## src/rtl/l1_req_arb.sv

```systemverilog
// rtl/l1_req_arb.sv - two-requester (L1I/L1D) arbiter onto a single memory request port
module l1_req_arb #(
    parameter int STARVE_MAX      = 4,
    parameter int TIMEOUT         = 255,
    parameter int CORE_ADDR_WIDTH = 32,
    parameter int CORE_DATA_WIDTH = 32,
    parameter int CORE_BE_WIDTH   = 4,
    parameter int L1_LINE_SIZE    = 128
) (
    input  logic                       clk,
    input  logic                       rst_n,
    input  logic                       l1i_req_val,
    input  logic [CORE_ADDR_WIDTH-1:0] l1i_req_addr,
    output logic                       l1i_req_ack,
    output logic [L1_LINE_SIZE-1:0]    l1i_ack_data,
    output logic                       l1i_ack_err,
    input  logic                       l1d_req_val,
    input  logic                       l1d_req_we,
    input  logic [CORE_ADDR_WIDTH-1:0] l1d_req_addr,
    input  logic [CORE_DATA_WIDTH-1:0] l1d_req_wdata,
    input  logic [CORE_BE_WIDTH-1:0]   l1d_req_be,
    output logic                       l1d_req_ack,
    output logic [L1_LINE_SIZE-1:0]    l1d_ack_data,
    output logic                       l1d_ack_err,
    output logic                       mem_req_val,
    output logic                       mem_req_we,
    output logic [CORE_ADDR_WIDTH-1:0] mem_req_addr,
    output logic [CORE_DATA_WIDTH-1:0] mem_req_wdata,
    output logic [CORE_BE_WIDTH-1:0]   mem_req_be,
    input  logic                       mem_req_ack,
    input  logic [L1_LINE_SIZE-1:0]    mem_ack_data,
    output logic                       busy
);

    // Counter widths stay at least one bit so a zero parameter still elaborates.
    localparam int ST_W = (STARVE_MAX > 0) ? $clog2(STARVE_MAX + 1) : 1;
    localparam int WD_W = (TIMEOUT > 0) ? $clog2(TIMEOUT + 1) : 1;
    localparam logic [ST_W-1:0] ST_MAX  = ST_W'(STARVE_MAX);
    localparam logic [WD_W-1:0] WD_LAST = WD_W'((TIMEOUT > 0) ? TIMEOUT - 1 : 0);
    localparam bit              WD_EN   = (TIMEOUT > 0);

    typedef enum logic [2:0] {
        IDLE   = 3'd0,
        BUSY_I = 3'd1,
        BUSY_D = 3'd2,
        RESP_I = 3'd3,
        RESP_D = 3'd4
    } state_t;

    state_t                     state_q;
    logic [ST_W-1:0]            starve_q;
    logic [WD_W-1:0]            wd_q;
    logic                       mem_req_val_q;
    logic                       mem_req_we_q;
    logic [CORE_ADDR_WIDTH-1:0] mem_req_addr_q;
    logic [CORE_DATA_WIDTH-1:0] mem_req_wdata_q;
    logic [CORE_BE_WIDTH-1:0]   mem_req_be_q;
    logic                       l1i_req_ack_q;
    logic [L1_LINE_SIZE-1:0]    l1i_ack_data_q;
    logic                       l1i_ack_err_q;
    logic                       l1d_req_ack_q;
    logic [L1_LINE_SIZE-1:0]    l1d_ack_data_q;
    logic                       l1d_ack_err_q;
    logic                       busy_q;

    // D wins a tie unless L1I has already been passed over STARVE_MAX times in a row.
    logic grant_d;
    logic grant_i;
    logic wd_expire;

    // Grant decode and watchdog expiry are pure functions of the sampled state.
    always_comb begin
        grant_d   = l1d_req_val && !(l1i_req_val && (starve_q == ST_MAX));
        grant_i   = l1i_req_val && !grant_d;
        wd_expire = WD_EN && (wd_q == WD_LAST);
    end

    // Arbitration FSM; every output is a register updated here.
    always_ff @(posedge clk) begin
        if (!rst_n) begin
            state_q         <= IDLE;
            starve_q        <= '0;
            wd_q            <= '0;
            mem_req_val_q   <= 1'b0;
            mem_req_we_q    <= 1'b0;
            mem_req_addr_q  <= '0;
            mem_req_wdata_q <= '0;
            mem_req_be_q    <= '0;
            l1i_req_ack_q   <= 1'b0;
            l1i_ack_data_q  <= '0;
            l1i_ack_err_q   <= 1'b0;
            l1d_req_ack_q   <= 1'b0;
            l1d_ack_data_q  <= '0;
            l1d_ack_err_q   <= 1'b0;
            busy_q          <= 1'b0;
        end else begin
            // Completion strobes are single-cycle; only the RESP transition raises them.
            l1i_req_ack_q <= 1'b0;
            l1i_ack_err_q <= 1'b0;
            l1d_req_ack_q <= 1'b0;
            l1d_ack_err_q <= 1'b0;
            case (state_q)
                IDLE: begin
                    if (grant_d) begin
                        state_q         <= BUSY_D;
                        busy_q          <= 1'b1;
                        wd_q            <= '0;
                        mem_req_val_q   <= 1'b1;
                        mem_req_we_q    <= l1d_req_we;
                        mem_req_addr_q  <= l1d_req_addr;
                        mem_req_wdata_q <= l1d_req_wdata;
                        mem_req_be_q    <= l1d_req_be;
                        if (!l1i_req_val) begin
                            starve_q <= '0;
                        end else if (starve_q != ST_MAX) begin
                            starve_q <= starve_q + ST_W'(1);
                        end
                    end else if (grant_i) begin
                        state_q         <= BUSY_I;
                        busy_q          <= 1'b1;
                        wd_q            <= '0;
                        starve_q        <= '0;
                        mem_req_val_q   <= 1'b1;
                        mem_req_we_q    <= 1'b0;
                        mem_req_addr_q  <= l1i_req_addr;
                        mem_req_wdata_q <= '0;
                        mem_req_be_q    <= '0;
                    end
                end
                BUSY_I: begin
                    if (mem_req_ack) begin
                        state_q        <= RESP_I;
                        mem_req_val_q  <= 1'b0;
                        l1i_req_ack_q  <= 1'b1;
                        l1i_ack_data_q <= mem_ack_data;
                    end else if (wd_expire) begin
                        state_q        <= RESP_I;
                        mem_req_val_q  <= 1'b0;
                        l1i_req_ack_q  <= 1'b1;
                        l1i_ack_err_q  <= 1'b1;
                        l1i_ack_data_q <= '0;
                    end else if (WD_EN) begin
                        wd_q <= wd_q + WD_W'(1);
                    end
                end
                BUSY_D: begin
                    if (mem_req_ack) begin
                        state_q        <= RESP_D;
                        mem_req_val_q  <= 1'b0;
                        l1d_req_ack_q  <= 1'b1;
                        l1d_ack_data_q <= mem_ack_data;
                    end else if (wd_expire) begin
                        state_q        <= RESP_D;
                        mem_req_val_q  <= 1'b0;
                        l1d_req_ack_q  <= 1'b1;
                        l1d_ack_err_q  <= 1'b1;
                        l1d_ack_data_q <= '0;
                    end else if (WD_EN) begin
                        wd_q <= wd_q + WD_W'(1);
                    end
                end
                RESP_I, RESP_D: begin
                    state_q <= IDLE;
                    busy_q  <= 1'b0;
                end
                default: begin
                    state_q <= IDLE;
                    busy_q  <= 1'b0;
                end
            endcase
        end
    end

    assign mem_req_val   = mem_req_val_q;
    assign mem_req_we    = mem_req_we_q;
    assign mem_req_addr  = mem_req_addr_q;
    assign mem_req_wdata = mem_req_wdata_q;
    assign mem_req_be    = mem_req_be_q;
    assign l1i_req_ack   = l1i_req_ack_q;
    assign l1i_ack_data  = l1i_ack_data_q;
    assign l1i_ack_err   = l1i_ack_err_q;
    assign l1d_req_ack   = l1d_req_ack_q;
    assign l1d_ack_data  = l1d_ack_data_q;
    assign l1d_ack_err   = l1d_ack_err_q;
    assign busy          = busy_q;

endmodule

```

## config.mk

```make
export PLATFORM = sky130hd
export DESIGN_NAME = l1_req_arb
export DESIGN_NICKNAME = d
export VERILOG_FILES = /design/src/rtl/l1_req_arb.sv
export SDC_FILE = /design/constraint.sdc
export NUM_CORES = 1
export LEC_CHECK = 0
export CAP_MARGIN = 20
export CORE_AREA = 2 2 219 221
export CTS_BUF_LIST = sky130_fd_sc_hd__clkbuf_8 sky130_fd_sc_hd__clkbuf_16
export DETAILED_ROUTE_END_ITERATION = 16
export DIE_AREA = 0 0 221 223
export HOLD_SLACK_MARGIN = 0.1
export REMOVE_ABC_BUFFERS = 1
export SLEW_MARGIN = 20
export SYNTH_ARGS = -nofsm -noshare
export SYNTH_HDL_FRONTEND = slang
export SYNTH_SLANG_ARGS = --single-unit
```

## constraint.sdc

```tcl
create_clock -name clk -period 1.6 [get_ports clk]
set_input_delay 0.32 -clock clk [delete_from_list [all_inputs] [get_ports clk]]
set_output_delay 0.32 -clock clk [all_outputs]
set_load 0.01 [all_outputs]
```

==> flow_metrics.py, run 1 <==
metrics = {
    "clock_tree": {
        "cts_buffers": 40,
        "clock_path_buffers": 3,
        "cts_sinks": 345,
        "root_buffer": "clkbuf_16",
        "insertion_delay_ps": 560,
        "cts_tree": "done",
        "cts.clk_slew.worst_paths_ps": 60,
        "cts.htree.levels": 2,
    },
    "sta": {
        "rsz0062_at_grt": "yes",
        "period_share_pct": 108,
        "fin_skew_ps": 14.6,
        "hold_violations": 0,
        "setup_violations": 245,
        "layout_setup_ws_ps": -131,
        "drv_slew": 0,
        "slew_headroom_pct": 53.1,
        "fin_crit_ps": 1730,
        "max_slew.worst_pin.slew_ps": 703,
        "fmax_ghz": 0.578,
        "fin_hold_ws_ps": 191,
    },
    "layout": {
        "utilization_pct": 46.2,
        "fin_area_mm2": 0.0218,
        "seqCellArea_mm2": 0.00692,
        "final_nets": 2097,
        "drive_gt1_share_pct": 18.4,
        "multi_input_area_mm2": 0.00535,
        "syn2layout_area_growth_pct": 75.7,
        "nFillCells": 4468,
    },
    "power_and_ir_drop": {
        "p_leak_nw": 9.35,
        "powerDensity_mw_per_mm2": 1080,
        "ir_worst_vdd_uv": 889,
        "power.total_w": 0.0235,
    },
    "run": {
        "max-cap-violations": 0,
    },
    "yosys": {
        "synthCells": 1245,
        "synth-main-ff-cell": "dfxtp_1",
        "yosys.area.top_type": "dfxtp_1",
        "synth_area_leaders": "dfxtp_1 (56%), a32o_1 (13%), a21oi_1 (4.3%), nand3_1 (4.2%), o21ai_0 (3.4%)",
        "postSynthAreaPerCell_um2": 9.96,
        "ys_seq_elements": 345,
        "async_flop_share_pct": 0,
        "netlist_area_mm2": 0.0124,
        "synth_top_area_share_pct": 55.7,
        "yosysSeqAreaShare_pct": 55.7,
        "synth_edf_count": 0,
        "yosysWarningCount": 0,
        "synth_cell_type_count": 50,
    },
    "floorplanning": {
        "die-area_mm2": 0.0493,
        "num_io_pins": 565,
        "start_util_pct": 26.3,
        "fp.coreArea_mm2": 0.0471,
        "num_rows": 80,
        "fp.dieW_um": 221,
        "dieHeight_um": 223,
    },
    "place": {
        "portBuffers": 564,
        "hpwl_mm": 34.2,
        "gp_congestion": 0.828,
        "placed_cell_area_mm2": 0.0193,
    },
    "worst_setup_path": {
        "crit_path_max_incr_delay_ps": 320,
        "worst-setup-path-type": "register to register",
        "ff2ff_path_depth": 9,
        "r2r-start": "wd_q[0]$_SDFFE_PN0P_",
        "path_max_fanout": 8,
        "rr_endpoint": "wd_q[3]$_SDFFE_PN0P_",
        "critPathTopFamily": "compound AO/OA/AOI/OAI gates",
        "start_kind": "register",
        "rrSetupSlack_ps": -130,
        "crit_chain": "inv_2 > ha_4 > nand3_4 > buf_6 > o21ba_4 > buf_12 > buf_8 > a21o_1 > a31oi_1",
        "crit_slowest_cell": "dfxtp_2",
        "cp_num_buf_inv": 4,
        "required_ps": 2080,
        "worstPathArrival_ps": 2210,
        "cp-end-kind": "register",
    },
    "global_route": {
        "grt_first_pass_wirelength_mm": 74.3,
        "grt_overflow_total": 0,
        "grt_max_degree": 88,
        "grt_pass1_vias": 12500,
        "antenna_found_initial": 4,
        "track_usage_pct": 19.0,
    },
    "detailed_routing": {
        "drt_iter0_markers": 820,
        "drt-wirelength-per-cell_um": 21.0,
        "drtPass1Iterations": 5,
        "antenna_left": 0,
        "viasPerCell": 5.15,
        "routed_wl_mm": 52.7,
        "vias": 12900,
        "post-route-drc-count": 0,
    },
    "min_path": {
        "hold_class": "input pin to register",
        "hold_end": "starve_q[1]$_SDFFE_PN0P_",
        "hold_path_depth": 3,
        "hold_start": "l1i_req_val",
    },
    "outcome": {
        "violations": "negative setup slack",
        "outcome": "finished, violations left",
    },
}
-- worst min-delay path, cell delays in order --
cell and delay (ps):
dlymetal6s2s_1 200, nand4_1 120, a21oi_1 60
-- registers in the layout (all words and copies together) (netlist names) --
signal / count
l1d_req_ack: 1
busy: 1
wd_q: 8
l1i_req_ack: 1
mem_req_addr: 32
mem_req_we: 1
state_q: 3
l1d_ack_err: 1
mem_req_wdata: 32
starve_q: 3
mem_req_be: 4
l1i_ack_data: 128
mem_req_val: 1
l1i_ack_err: 1
l1d_ack_data: 128
-- timing repair --
action                                  in CTS  in global routing
endpoints found under the setup margin     662                338
hold buffers                                 0                  0
resized for setup                          478                105
pin swaps                                   32                 73
setup buffers                               16                  8
cloned                                       8                 15
-- cells in the final DEF, fill, tap and decap left out, drive strengths merged, types with 5 or more instances in the layout --
| cell type | Yosys | routed |
|---|---|---|
| a311oi | 32 | 32 |
| a32o | 158 | 158 |
| nor3 | 8 | 8 |
| buf | 60 | 137 |
| inv | 10 | 20 |
| clkdlybuf4s50 | 0 | 231 |
| clkinv | 0 | 8 |
| nand3 | 105 | 105 |
| nor2 | 76 | 76 |
| clkdlybuf4s15 | 0 | 5 |
| nand2 | 81 | 81 |
| clkbuf | 80 | 58 |
| a22oi | 38 | 38 |
| dlygate4sd2 | 0 | 326 |
| dfxtp | 345 | 345 |
| bufinv | 0 | 8 |
| o21ai | 100 | 100 |
| and3 | 5 | 5 |
| a21oi | 108 | 108 |
-- layout make-up --
cell class | count | share of cell area (%)
flip-flops and latches | 345 | 31.7
repair buffers | 712 | 33.4
clock inverters | 26 | 1.54
inverters | 10 | 0.195
diodes | 1 | 0.0115
clock buffers | 47 | 5.09
multi-input cells | 750 | 24.5
well taps | 615 | 3.53
-- where the power goes --
| part | switching [W] | internal (W) | total, W |
|---|---|---|---|
| Clock | 0.00376 | 0.00624 | 0.0100 |
| Combinational | 0.00213 | 0.00206 | 0.00419 |
| Sequential | 0.000254 | 0.00905 | 0.00931 |
| Total | 0.00614 | 0.0174 | 0.0235 |
-- synth_stat cells, types with 2 or more instances --
master,count
nor2_1,74
buf_6,19
a22oi_1,38
o21ai_0,84
buf_1,3
nand2_1,81
and2_1,2
nand3_1,104
dfxtp_1,345
buf_4,5
nor2_2,2
and3_1,5
nand3b_1,2
o21ai_1,16
or3_1,2
nor3_2,2
a32o_1,158
a31oi_1,4
a21oi_1,107
nand4_1,2
ha_1,4
inv_1,8
o311a_1,2
inv_2,2
clkbuf_1,80
a311oi_1,32
nor3_1,6
buf_2,33
or4_1,2
-- per-layer routing --
layer / share of wire (%) / vias up / track usage, %
met5: 0.046 / - / 0
met4: 2.6 / 4 / 5.95
met3: 7.7 / 82 / 5.43
met2: 49 / 553 / 32.9
met1: 40 / 6292 / 22.7
li1: - / 5963 / -
-- cells by family after synthesis --
kind of cell | Yosys count | share of synthesized area (%)
simple gates | 291 | 10.7
compound gates | 454 | 27.0
flops | 345 | 55.7
xor+xnor | 1 | 0.0706
fa+ha+maj | 4 | 0.403
buf+inv | 150 | 6.17
-- per-stage QoR --
stage	std cells	setup TNS [ps]	setup WS [ps]
2_1_floorplan	1105	-983450	-5180
3_3_place_gp	2388	-50740	-316
3_5_place_dp	2388	-61360	-397
5_1_grt	2506	-33790	-177
4_1_cts	2484	-15100	-115
6_report	2506	-18180	-131
-- worst max-delay path by stage --
stage	startpoint	endpoint	slack (ps)	cells past startpoint
floorplan	rst_n	l1i_ack_data[0]$_SDFFE_PN0P_	-5180	3
global placement	l1i_req_val	mem_req_addr[30]$_SDFFE_PN0P_	-320	5
detailed placement	l1i_req_val	mem_req_addr[4]$_SDFFE_PN0P_	-400	5
CTS	wd_q[0]$_SDFFE_PN0P_	l1i_ack_data[69]$_SDFFE_PN0P_	-110	9
global route	wd_q[0]$_SDFFE_PN0P_	wd_q[3]$_SDFFE_PN0P_	-180	9
finish	wd_q[0]$_SDFFE_PN0P_	wd_q[3]$_SDFFE_PN0P_	-130	9
Power figures use the tool's default switching activity.
==> run 2: changes to the inputs <==
--- a/config.mk
+++ b/config.mk
@@ -8,6 +8,7 @@
 export CAP_MARGIN = 20
 export CORE_AREA = 2 2 219 221
 export CTS_BUF_LIST = sky130_fd_sc_hd__clkbuf_8 sky130_fd_sc_hd__clkbuf_16
+export CTS_CLUSTER_SIZE = 28
 export DETAILED_ROUTE_END_ITERATION = 16
 export DIE_AREA = 0 0 221 223
 export HOLD_SLACK_MARGIN = 0.1
==> results of run 2 <==
Final layout, timing and power as in run 1 (identical DEF).
